**src/rtl/seq_mul_pkg.sv**
```systemverilog
// seq_mul_pkg: shared types and constants for the sequential multiplier.
//   state_t        - controller state encoding (IDLE, RUN)
//   SEQ_MUL_WIDTH  - default operand width in bits
package seq_mul_pkg;

    typedef enum logic [0:0] {
        IDLE = 1'b0,
        RUN  = 1'b1
    } state_t;

    localparam int SEQ_MUL_WIDTH = 4;

endpackage : seq_mul_pkg

```
**src/rtl/seq_mul.sv**
```systemverilog
// seq_mul: unsigned shift-and-add multiplier, one multiplier bit per clock.
// Ports:
//   clk     in   1        rising-edge clock
//   rst     in   1        synchronous active-low reset
//   start   in   1        request, accepted only while idle
//   a       in   WIDTH    multiplicand, captured on accept
//   b       in   WIDTH    multiplier, captured on accept
//   product out  2*WIDTH  registered a*b, held until the next completion
//   done    out  1        registered one-cycle completion pulse
// Latency: product/done update exactly WIDTH edges after the accepting edge.
module seq_mul
    import seq_mul_pkg::*;
#(
    parameter int WIDTH = SEQ_MUL_WIDTH
) (
    input  logic                 clk,
    input  logic                 rst,
    input  logic                 start,
    input  logic [WIDTH-1:0]     a,
    input  logic [WIDTH-1:0]     b,
    output logic [2*WIDTH-1:0]   product,
    output logic                 done
);

    localparam int              CNT_W    = $clog2(WIDTH);
    localparam logic [CNT_W-1:0] CNT_LAST = CNT_W'(WIDTH - 1);
    localparam logic [CNT_W-1:0] CNT_ONE  = CNT_W'(1);

    state_t                 r_state;
    logic [2*WIDTH-1:0]     r_acc;
    logic [2*WIDTH-1:0]     r_mcand;
    logic [WIDTH-1:0]       r_mplier;
    logic [CNT_W-1:0]       r_cnt;
    logic [2*WIDTH-1:0]     r_product;
    logic                   r_done;

    state_t                 w_state_nxt;
    logic [2*WIDTH-1:0]     w_add;
    logic [2*WIDTH-1:0]     w_acc_sum;
    logic [2*WIDTH-1:0]     w_acc_nxt;
    logic [2*WIDTH-1:0]     w_mcand_nxt;
    logic [WIDTH-1:0]       w_mplier_nxt;
    logic [CNT_W-1:0]       w_cnt_nxt;
    logic [2*WIDTH-1:0]     w_product_nxt;
    logic                   w_done_nxt;

    // Partial product for this iteration: the shifted multiplicand, gated by the multiplier LSB.
    assign w_add     = r_mplier[0] ? r_mcand : {(2*WIDTH){1'b0}};
    assign w_acc_sum = r_acc + w_add;

    // State register.
    always_ff @(posedge clk) begin
        if (!rst) begin
            r_state <= IDLE;
        end else begin
            r_state <= w_state_nxt;
        end
    end

    // Next-state and datapath next values; start is only looked at in IDLE.
    always_comb begin
        w_state_nxt   = r_state;
        w_acc_nxt     = r_acc;
        w_mcand_nxt   = r_mcand;
        w_mplier_nxt  = r_mplier;
        w_cnt_nxt     = r_cnt;
        w_product_nxt = r_product;
        w_done_nxt    = 1'b0;
        case (r_state)
            IDLE: begin
                if (start) begin
                    w_mcand_nxt  = {{WIDTH{1'b0}}, a};
                    w_mplier_nxt = b;
                    w_acc_nxt    = {(2*WIDTH){1'b0}};
                    w_cnt_nxt    = {CNT_W{1'b0}};
                    w_state_nxt  = RUN;
                end else begin
                    w_state_nxt  = IDLE;
                end
            end
            RUN: begin
                w_acc_nxt    = w_acc_sum;
                w_mcand_nxt  = r_mcand << 1;
                w_mplier_nxt = r_mplier >> 1;
                w_cnt_nxt    = r_cnt + CNT_ONE;
                // Last iteration publishes the sum including this edge's add.
                if (r_cnt == CNT_LAST) begin
                    w_product_nxt = w_acc_sum;
                    w_done_nxt    = 1'b1;
                    w_state_nxt   = IDLE;
                end else begin
                    w_state_nxt   = RUN;
                end
            end
            default: begin
                w_state_nxt = IDLE;
            end
        endcase
    end

    // Datapath and output registers.
    always_ff @(posedge clk) begin
        if (!rst) begin
            r_acc     <= {(2*WIDTH){1'b0}};
            r_mcand   <= {(2*WIDTH){1'b0}};
            r_mplier  <= {WIDTH{1'b0}};
            r_cnt     <= {CNT_W{1'b0}};
            r_product <= {(2*WIDTH){1'b0}};
            r_done    <= 1'b0;
        end else begin
            r_acc     <= w_acc_nxt;
            r_mcand   <= w_mcand_nxt;
            r_mplier  <= w_mplier_nxt;
            r_cnt     <= w_cnt_nxt;
            r_product <= w_product_nxt;
            r_done    <= w_done_nxt;
        end
    end

    assign product = r_product;
    assign done    = r_done;

endmodule : seq_mul

```
**config.mk**
```make
export PLATFORM = sky130hd
export DESIGN_NAME = seq_mul
export DESIGN_NICKNAME = d
export VERILOG_FILES = /design/src/rtl/seq_mul_pkg.sv /design/src/rtl/seq_mul.sv
export SDC_FILE = /design/constraint.sdc
export NUM_CORES = 1
export LEC_CHECK = 0
export BUFFER_PORTS_ARGS = -buffer_cell sky130_fd_sc_hd__buf_2
export CAP_MARGIN = 30
export CORE_MARGIN = 2
export CORE_UTILIZATION = 55
export DETAILED_ROUTE_END_ITERATION = 6
export GPL_TIMING_DRIVEN = 0
export PLACE_DENSITY = 0.76
export SLEW_MARGIN = 40
export SYNTH_ARGS = -nofsm -noshare
export SYNTH_HDL_FRONTEND = slang
export SYNTH_SLANG_ARGS = --single-unit
```
**constraint.sdc**
```tcl
create_clock -name clk -period 2.3 [get_ports clk]
set_input_delay 0 -clock clk [delete_from_list [all_inputs] [get_ports clk]]
set_output_delay 0 -clock clk [all_outputs]
set_load 0.05 [all_outputs]
```
==> flow_summary.ini, run 1 <==
[outcome]
outcome = finished clean

[sta]
drv_slew = 0
skew_ns = 0.00701
min_period_ns = 2.10
max_freq_mhz = 477
finalCritPeriodShare_pct = 91.2
tightest_slew_ns = 0.441
finalSetupViolations = 0
timing.hold.ws_ns = 0.0570
maxSlewHeadroom_pct = 70.6
hold_viol = 0
finalSetupTns_ns = 0
rsz0062_at_grt = false

[logic_synthesis]
synth_edf_count = 0
synth_area_um2 = 1600
async_flop_share_pct = 0
seq_area_frac_synth_pct = 40.0
synth.avg_cell_area_um2 = 8.51
synth-seq-cells = 32
synth.area.top_cells = dfxtp_1 40%, ha_1 6.3%, mux2i_1 5.6%, nand2_1 5.6%, and2_1 5.5%
syn-num-nets = 208
synth_ff_type = dfxtp_1
synth_top_area_share_pct = 40.0
postSynthCellCount = 188
synth_top_cell_by_area = dfxtp_1
synth.distinct_cells = 32
ys.warnings.count = 0

[cells_and_area]
final_cell_mix = 32 x dfxtp_1, 24 x nand2_1, 22 x buf_2
syn_to_final_growth_pct = 12.7
final_nets = 236
n_antenna_cell = 0
final_common_cell = dfxtp_1
layout-drive-gt1-share_pct = 14.4

[clocking]
insertion_delay_ns = 0.33
cts_sinks = 32
cts_tree = done
cts_made_buffers = 5
cts.clk_slew.worst_paths_ns = 0.09
clk_root_buffer_cell = clkbuf_4
h-tree-depth = 2
clock_path_buffers = 2
postCtsSetupRepairBufs = 0

[routing]
drc = 0
wl_per_cell_um = 13.2
avgViaCountPerCell = 5.42
num_vias = 1338
totalWireLength_um = 3270
drt.antenna.violating_nets = 0
drt_iter0_drc = 22
dr.pass1.iters = 4

[setup_path]
worstPathRequired_ns = 2.52
cp.arrival_ns = 2.32
slowest_delay_ns = 0.43
path_class = flop to flop
path_cells = and2_1 -> ha_1 -> fa_1 -> a21oi_2 -> o21ai_0 -> a21oi_1 -> xor2_1 -> o21ai_0
crit_path_start_kind = flop
end_kind = flop
cp_top_family = adder cells
path_buf_inv = 0
slowest_stage = fa_1
crit_top_cell = o21ai_0
path_max_fanout = 9

[power]
p_sw_mw = 0.236
p_sw_share_pct = 24.9
powerDensity_nw_per_um2 = 527
total_power_mw = 0.950
power_frac_seq_pct = 60.5
ir_drop_v = 0.000410
p_comb_share_pct = 8.7
internal-power_mw = 0.714
clockPowerShare_pct = 30.8
leakage_nw = 0.848

[hold_path]
hold_path_class = input pin to flop

[floorplanning]
start_util_pct = 58.0
dieArea_um2 = 3360
ios = 20
dieHeight_um = 57.9
core_area_um2 = 2760
placementRows = 19
die_x_um = 57.9

[global_route]
grt_pass1_vias = 1300
grt_pass1_wl_um = 5660
grt_max_degree = 11
track_usage_pct = 22.2
antenna_found_initial = 0
grt-ovfl-total = 0

[placement]
place.gp.congestion = 0.751
dpl.hpwl_um = 2530
port-buffer-count = 19

[run]
cap_violations = 0
## routing by layer
metal	up-vias	GRT usage, %	part of all wire [%]
li1	695	-	-
met1	613	27.3	46
met2	25	37.5	48
met3	5	6.03	4.4
met4	0	7.64	1.3
met5	-	0	0
## cell type report
cell class / count / area, um^2
well taps: 31 / 38.8
multi-input cells: 142 / 907
repair buffers: 21 / 115
clock inverters: 1 / 5.00
clock buffers: 6 / 41.3
flip-flops and latches: 32 / 641
plain buffers: 10 / 41.3
fillers: 243 / 953
inverters: 4 / 15.0
## synth_stat cells, types with 2 or more instances
cell type  number
clkbuf_1        7
xor2_1          3
nor2b_1        10
and3_1         10
inv_1           4
a21boi_0        3
a21oi_1        12
xnor2_1         2
ha_1            8
dfxtp_1        32
buf_2           3
a211oi_1        2
o21ai_1         2
nand2_1        24
nor3b_1         2
o21ai_0        15
nor2_1         12
nand3_1         2
and2_1         14
mux2i_1         9
## what timing repair did
action / in CTS / in global routing
endpoints found under the hold margin: 2 / 0
endpoints found under the setup margin: 0 / 2
gates resized for setup: 0 / 1
hold buffers: 2 / 0
## registers in the layout, summed over array words and instances, names as in the netlist
name,count
done,1
product,8
r_acc,8
r_cnt,2
r_mcand,8
r_mplier,4
r_state,1
## final timing paths
kind                from          end  depth (start not counted)  slack (ns)
max          r_mplier[0]   product[6]                          8        0.20
min                 b[1]  r_mplier[1]                          4        0.06
max reg2reg  r_mplier[0]   product[6]                          8        0.20
min reg2reg   product[1]   product[1]                          2        0.47
## stage by stage
stage / instances / cell area [um^2] / utilization [%] / worst slack [ns]
6_report: 247 / 1800 / 65.4 / 0.202
2_1_floorplan: 188 / 1600 / - / 0.454
3_3_place_gp: 238 / 1730 / 62.9 / 0.228
3_5_place_dp: 238 / 1730 / 62.9 / 0.195
4_1_cts: 247 / 1800 / 65.3 / 0.167
5_1_grt: 247 / 1800 / 65.4 / 0.0103
## worst register-to-register path, delay by kind of cell (launching register included)
family / cells / cell delay [ns]
adder cells (fa/ha/maj): 2 / 0.65
AND/OR/NAND/NOR: 1 / 0.17
AO/OA/AOI/OAI: 4 / 0.58
flip-flops: 1 / 0.39
XOR/XNOR: 1 / 0.20
## power by group through the flow
stage | logic (mW) | clock network [mW] | registers [mW]
final | 0.0828 | 0.293 | 0.575
after global placement | 0.0763 | 0 | 0.587
after detailed placement | 0.0796 | 0 | 0.588
after global routing | 0.0924 | 0.323 | 0.577
after CTS | 0.0825 | 0.300 | 0.575
after floorplan | 0.0546 | 0 | 0.585
## kinds of logic (layout without fill, tap and decap cells)
family / after synthesis / count (layout) / synth area share (%)
adder cells (fa/ha/maj): 9 / 9 / 7.51
multiplexers: 9 / 9 / 5.63
buffers and inverters: 14 / 42 / 3.52
AND/OR/NAND/NOR: 77 / 77 / 24.7
AO/OA/AOI/OAI: 42 / 42 / 15.9
XOR/XNOR: 5 / 5 / 2.74
flip-flops: 32 / 32 / 40.0
(Power assumes the default switching activity.)
==> run 2: changes to the inputs <==
ABC_AREA = 1   (was unset)
CORE_UTILIZATION = 50   (was 55)
PLACE_DENSITY = 0.7   (was 0.76)
==> run 2 against run 1 <==
  * Final area grew 5.4%
  * Worst hold slack worse by 0.034 ns
  * Combinational power is 19% higher
  * Final cell count increased by 20%
  * Highest routed layer unchanged
  * Largest cell class unchanged
  * Clock power rose by 24%
  * Critical path depth up 4
==> flow_summary.ini, run 2 <==
[clocking]
postCtsSetupRepairBufs = 0
cts_made_buffers = 5
h-tree-depth = 2
cts_tree = done
cts.clk_slew.worst_paths_ns = 0.10
cts_sinks = 32
clk_root_buffer_cell = clkbuf_4
clock_path_buffers = 2
insertion_delay_ns = 0.33

[power]
total_power_mw = 1.03
powerDensity_nw_per_um2 = 544
ir_drop_v = 0.000458
leakage_nw = 1.02

[sta]
max_freq_mhz = 547
finalCritPeriodShare_pct = 79.6
maxSlewHeadroom_pct = 78.6
skew_ns = 0.00465
hold_viol = 0
worst_slack_ns = 0.470
finalSetupTns_ns = 0
rsz0062_at_grt = false
tightest_slew_ns = 0.321
drv_slew = 0
min_period_ns = 1.83
finalSetupViolations = 0

[logic_synthesis]
synth.most_common_cell = nand2_1
async_flop_share_pct = 0
synth.distinct_cells = 24
synth_edf_count = 0
synth_common_cells = 78 x nand2_1, 32 x dfxtp_1, 28 x nand3_1, 22 x inv_1, 19 x a21oi_1
syn-num-nets = 239
ys.warnings.count = 0
synth_top_area_share_pct = 40.0
synth_ff_type = dfxtp_1
synth-seq-cells = 32
synth_top_cell_by_area = dfxtp_1
seq_area_frac_synth_pct = 40.0
postSynthCellCount = 219
synth.area.top_cells = dfxtp_1 40%, nand2_1 18%, nand3_1 8.8%, ha_1 6.3%, a21oi_1 5.9%
synth.avg_cell_area_um2 = 7.31
synth_area_um2 = 1600

[global_route]
grt-ovfl-total = 0
grt_pass1_wl_um = 5490
antenna_found_initial = 0
grt_max_degree = 11
grt_pass1_vias = 1325
track_usage_pct = 20.4

[floorplanning]
start_util_pct = 52.5
core_area_um2 = 3050
dieHeight_um = 60.6
die_x_um = 60.6
ios = 20
placementRows = 20
dieArea_um2 = 3670

[setup_path]
cp_top_family = adder cells
slowest_stage = fa_1
slowest_delay_ns = 0.41
path_cells = buf_6 -> nand2_1 -> inv_1 -> ha_1 -> fa_1 -> nand2_1 -> nand2_1 -> nand3b_1 -> nand2_1 -> nand2_1 -> nand3_1 -> a21oi_1
crit_top_cell = nand2_1
end_kind = flop
worstPathRequired_ns = 2.57
r2r_start = r_mplier[0]
reg2regPathDepth = 12
path_buf_inv = 2
path_max_fanout = 9
cp.arrival_ns = 2.10
path_class = flop to flop
r2r-end = r_acc[6]
reg2reg_setup_slack_ns = 0.47
crit_path_start_kind = flop

[routing]
drt_iter0_drc = 38
drc = 0
totalWireLength_um = 3300
drt.antenna.violating_nets = 0
wl_per_cell_um = 11.1
dr.pass1.iters = 4
num_vias = 1453
avgViaCountPerCell = 4.89

[cells_and_area]
n_antenna_cell = 0
final_core_util_pct = 62.3
syn_to_final_growth_pct = 18.7
final_cell_mix = 78 x nand2_1, 32 x dfxtp_1, 28 x nand3_1
layout-drive-gt1-share_pct = 15.8
final_nets = 273
finalInstanceArea_um2 = 1900
final_common_cell = nand2_1

[hold_path]
hp-start = start
hold_path_end = r_mplier[3]
holdPathStages = 3
hold_path_class = input pin to flop

[placement]
dpl_cell_area_um2 = 1750
place.gp.congestion = 0.778
dpl.hpwl_um = 2290
port-buffer-count = 18
pre_cts_ws_ns = 0.512

[run]
cap_violations = 0

[outcome]
outcome = finished clean
run 2: cell count changes in the layout (fill, tap and decap cells not counted), sizes merged, moves of 9 or more:
cell | before | now
nand2 | 24 | 79
mux2i | 9 | 0
o21ai | 17 | 0
and2 | 14 | 0
nor2b | 10 | 0
and3 | 10 | 0
inv | 4 | 24
nand3 | 2 | 28
run 2: cells by family after synthesis:
logic type | share of synthesized area [%]
fa+ha+maj | 7.50
compound gates | 8.44
simple gates | 33.1
buf+inv | 9.84
xor+xnor | 1.09
flops | 40.0
run 2: metal layers:
layer | part of all wire, % | routed length [um] | track usage, % | vias to the layer above
met2 | 47 | 1540 | 32.1 | 17
met1 | 48 | 1600 | 26.0 | 660
met4 | 2.0 | 67 | 10.6 | 0
met5 | 0 | 0 | 0 | -
met3 | 2.6 | 87 | 4.90 | 8
li1 | - | - | - | 768
run 2: worst min-delay path, cell delays in order:
cell and delay [ns]:
buf_2 0.16, nand3_1 0.10, a21oi_1 0.06
run 2: repair_timing:
action | 4_1_cts | 5_1_grt
hold endpoints to repair | 8 | 0
hold buffers | 9 | 0
resized for setup | 0 | 0
run 2: through the flow:
| stage | hold WS [ns] | cells |
|---|---|---|
| final | 0.0227 | 297 |
| after global routing | 0.0388 | 297 |
| after CTS | 0.0163 | 297 |
| after detailed placement | 0.280 | 281 |
| after global placement | 0.274 | 281 |
| after floorplan | 0.0976 | 219 |
run 2: layout make-up:
type	count	area [um^2]
Fill cell	306	1150
Multi-Input combinational cell	155	803
Sequential cell	32	641
Timing Repair Buffer	27	180
Clock buffer	7	65.1
Buffer	8	67.6
Tap cell	44	55.1
Inverter	24	90.1
run 2: worst max-delay path by stage:
stage,startpoint,end,slack [ns],cells past startpoint
floorplan,r_mplier[0],r_acc[6],0.66,12
finish,r_mplier[0],r_acc[6],0.47,12
CTS,r_mplier[0],r_acc[6],0.47,12
global route,r_mplier[0],r_acc[6],0.32,12
detailed placement,r_mplier[0],r_acc[6],0.51,12
global placement,r_mplier[0],r_acc[6],0.53,12
run 2: report_power, final:
group	total (mW)	leakage, nW	switching (mW)	internal (mW)
Sequential	0.575	0.259	0.00913	0.566
Clock	0.362	0.0374	0.188	0.173
Combinational	0.0985	0.720	0.0548	0.0436
Total	1.03	1.02	0.252	0.782
==> run 3: changes to the inputs <==
ABC_AREA = 0   (was 1)
clock period = 1.75 ns   (was 2.3 ns; I/O delays follow)
==> run 3 against run 2 <==
  * The run now ends with setup timing left
  * Final area grew 4.4%
  * Non-clock buffer count rose by 2
  * Via count down 5.4%
  * Clock skew rose by 0.011 ns
  * Final cell count down 10%
  * Global-route usage increased by 1.7 points
  * Worst hold slack better by 0.036 ns
  * First-iteration DRC count rose by 50%
  * Worst setup slack worse by 0.59 ns
  * Flip-flop and latch count unchanged
  * Critical path type unchanged
  * Highest routed layer unchanged
==> flow_summary.ini, run 3 (same netlist as run 1, synthesis figures left out) <==
[outcome]
outcome = finished with violations
violations = setup timing

[setup_path]
path_class = flop to flop
reg2reg_setup_slack_ns = -0.12
path_max_fanout = 6
end_kind = flop
cp-startpoint = r_mplier[0]
reg2regPathDepth = 8
r2r_start = r_mplier[0]
cp.arrival_ns = 2.11
r2r-end = r_acc[6]
crit_path_start_kind = flop
worstPathRequired_ns = 1.99

[floorplanning]
dieHeight_um = 60.6
dieArea_um2 = 3670
ios = 20
core_area_um2 = 3050
placementRows = 20
start_util_pct = 52.4
die_x_um = 60.6

[placement]
place.gp.congestion = 0.808
placed_cells = 251
pre_cts_ws_ns = -0.205
dpl_cell_area_um2 = 1760
port-buffer-count = 19
dpl.hpwl_um = 2550

[clocking]
clock_path_buffers = 2
h-tree-depth = 2
cts.clk_slew.worst_paths_ns = 0.11
cts_tree = done
insertion_delay_ns = 0.34
cts_sinks = 32
cts_made_buffers = 5
clk_root_buffer_cell = clkbuf_4

[run]
cap_violations = 0

[sta]
skew_ns = 0.0152
tightest_slew_ns = 0.460
rsz0062_at_grt = true
hold_viol = 0
min_period_ns = 1.87
finalSetupViolations = 7
drv_slew = 0
maxSlewHeadroom_pct = 69.3
max_freq_mhz = 535
finalCritPeriodShare_pct = 107
worst_slack_ns = -0.120

[routing]
wl_per_cell_um = 13.4
totalWireLength_um = 3570
drt.antenna.violating_nets = 0
drc = 0
avgViaCountPerCell = 5.15
num_vias = 1374
dr.pass1.iters = 4
drt_iter0_drc = 57

[global_route]
track_usage_pct = 22.1
grt_max_degree = 11
antenna_found_initial = 0
grt-ovfl-total = 0
grt_pass1_wl_um = 5870
grt_pass1_vias = 1277

[power]
internal-power_mw = 1.09
p_comb_share_pct = 8.1
clockPowerShare_pct = 38.9
p_sw_mw = 0.330
leakage_nw = 0.893
ir_drop_v = 0.000507
powerDensity_nw_per_um2 = 716
power_frac_seq_pct = 53.1
p_sw_share_pct = 23.2

[hold_path]
hold_path_class = input pin to flop
hold_path_end = r_mcand[3]
holdPathStages = 4
hp-start = a[3]

[cells_and_area]
final_common_cell = dfxtp_1
syn_to_final_growth_pct = 24.1
layout-drive-gt1-share_pct = 24.2
final_nets = 242
final_cell_mix = 31 x dfxtp_1, 24 x nand2_1, 22 x buf_2
n_antenna_cell = 0
finalInstanceArea_um2 = 1990
final_core_util_pct = 65.0
instances_no_fill = 267
-- run 3: cell count changes in the layout (fill, tap and decap cells not counted), sizes merged, moves of 10 or more --
| cell | change |
|---|---|
| inv | -20 |
| and2 | +14 |
| and3 | +10 |
| o21ai | +17 |
| nor2b | +10 |
| nand3 | -26 |
| nand2 | -55 |
-- run 3: final cells by class --
class | count | area (um^2)
plain buffers | 10 | 41.3
multi-input cells | 142 | 993
flip-flops and latches | 32 | 644
clock inverters | 2 | 35.0
fillers | 292 | 1070
well taps | 44 | 55.1
clock buffers | 6 | 41.3
inverters | 4 | 15.0
repair buffers | 27 | 160
-- run 3: power groups by stage --
stage	Clock, mW	Sequential [mW]	Combinational (mW)
4_1_cts	0.566	0.755	0.114
3_5_place_dp	0	0.773	0.106
2_1_floorplan	0	0.770	0.0719
6_report	0.553	0.755	0.115
5_1_grt	0.606	0.757	0.129
3_3_place_gp	0	0.772	0.102
-- run 3: timing repair --
action / CTS / global route
buffers inserted: 3 / 3
pin swaps: 10 / 9
hold buffers: 2 / 0
setup endpoints to repair: 7 / 9
endpoints found under the hold margin: 2 / 0
gates resized for setup: 10 / 10
-- run 3: routing by layer --
metal / part of all wire [%] / wire length, um / vias to the layer above / track usage, %
met5: 0 / 0 / - / 0
met4: 2.7 / 96 / 0 / 9.01
met3: 3.7 / 133 / 11 / 7.89
met2: 49 / 1760 / 31 / 36.6
met1: 44 / 1580 / 619 / 26.2
li1: - / - / 713 / -
-- run 3: how the worst max path moves through the flow --
stage / slack, ns / cells past startpoint / endpoint
3_3_place_gp: -0.18 / 8 / r_acc[6]
2_1_floorplan: -0.002 / 8 / r_acc[6]
5_1_grt: -0.19 / 8 / r_acc[4]
3_5_place_dp: -0.20 / 8 / r_acc[6]
6_report: -0.12 / 8 / r_acc[6]
4_1_cts: -0.16 / 8 / r_acc[6]
-- run 3: worst max-delay path: stages (launching register included) --
cell and delay (ns):
dfxtp_4 0.37, and2_4 0.15, ha_4 0.16, fa_2 0.39, a21oi_4 0.18, o21ai_2 0.07
a21oi_2 0.18, xor2_2 0.19, o21ai_1 0.08
-- run 3: through the flow --
stage | total power [mW] | TNS [ns] | hold slack (ns)
2_1_floorplan | 0.841 | -0.00189 | 0.147
3_3_place_gp | 0.874 | -0.348 | 0.239
3_5_place_dp | 0.878 | -0.442 | 0.246
4_1_cts | 1.43 | -0.384 | 0.0440
5_1_grt | 1.49 | -1.11 | 0.0590
6_report | 1.42 | -0.479 | 0.0585
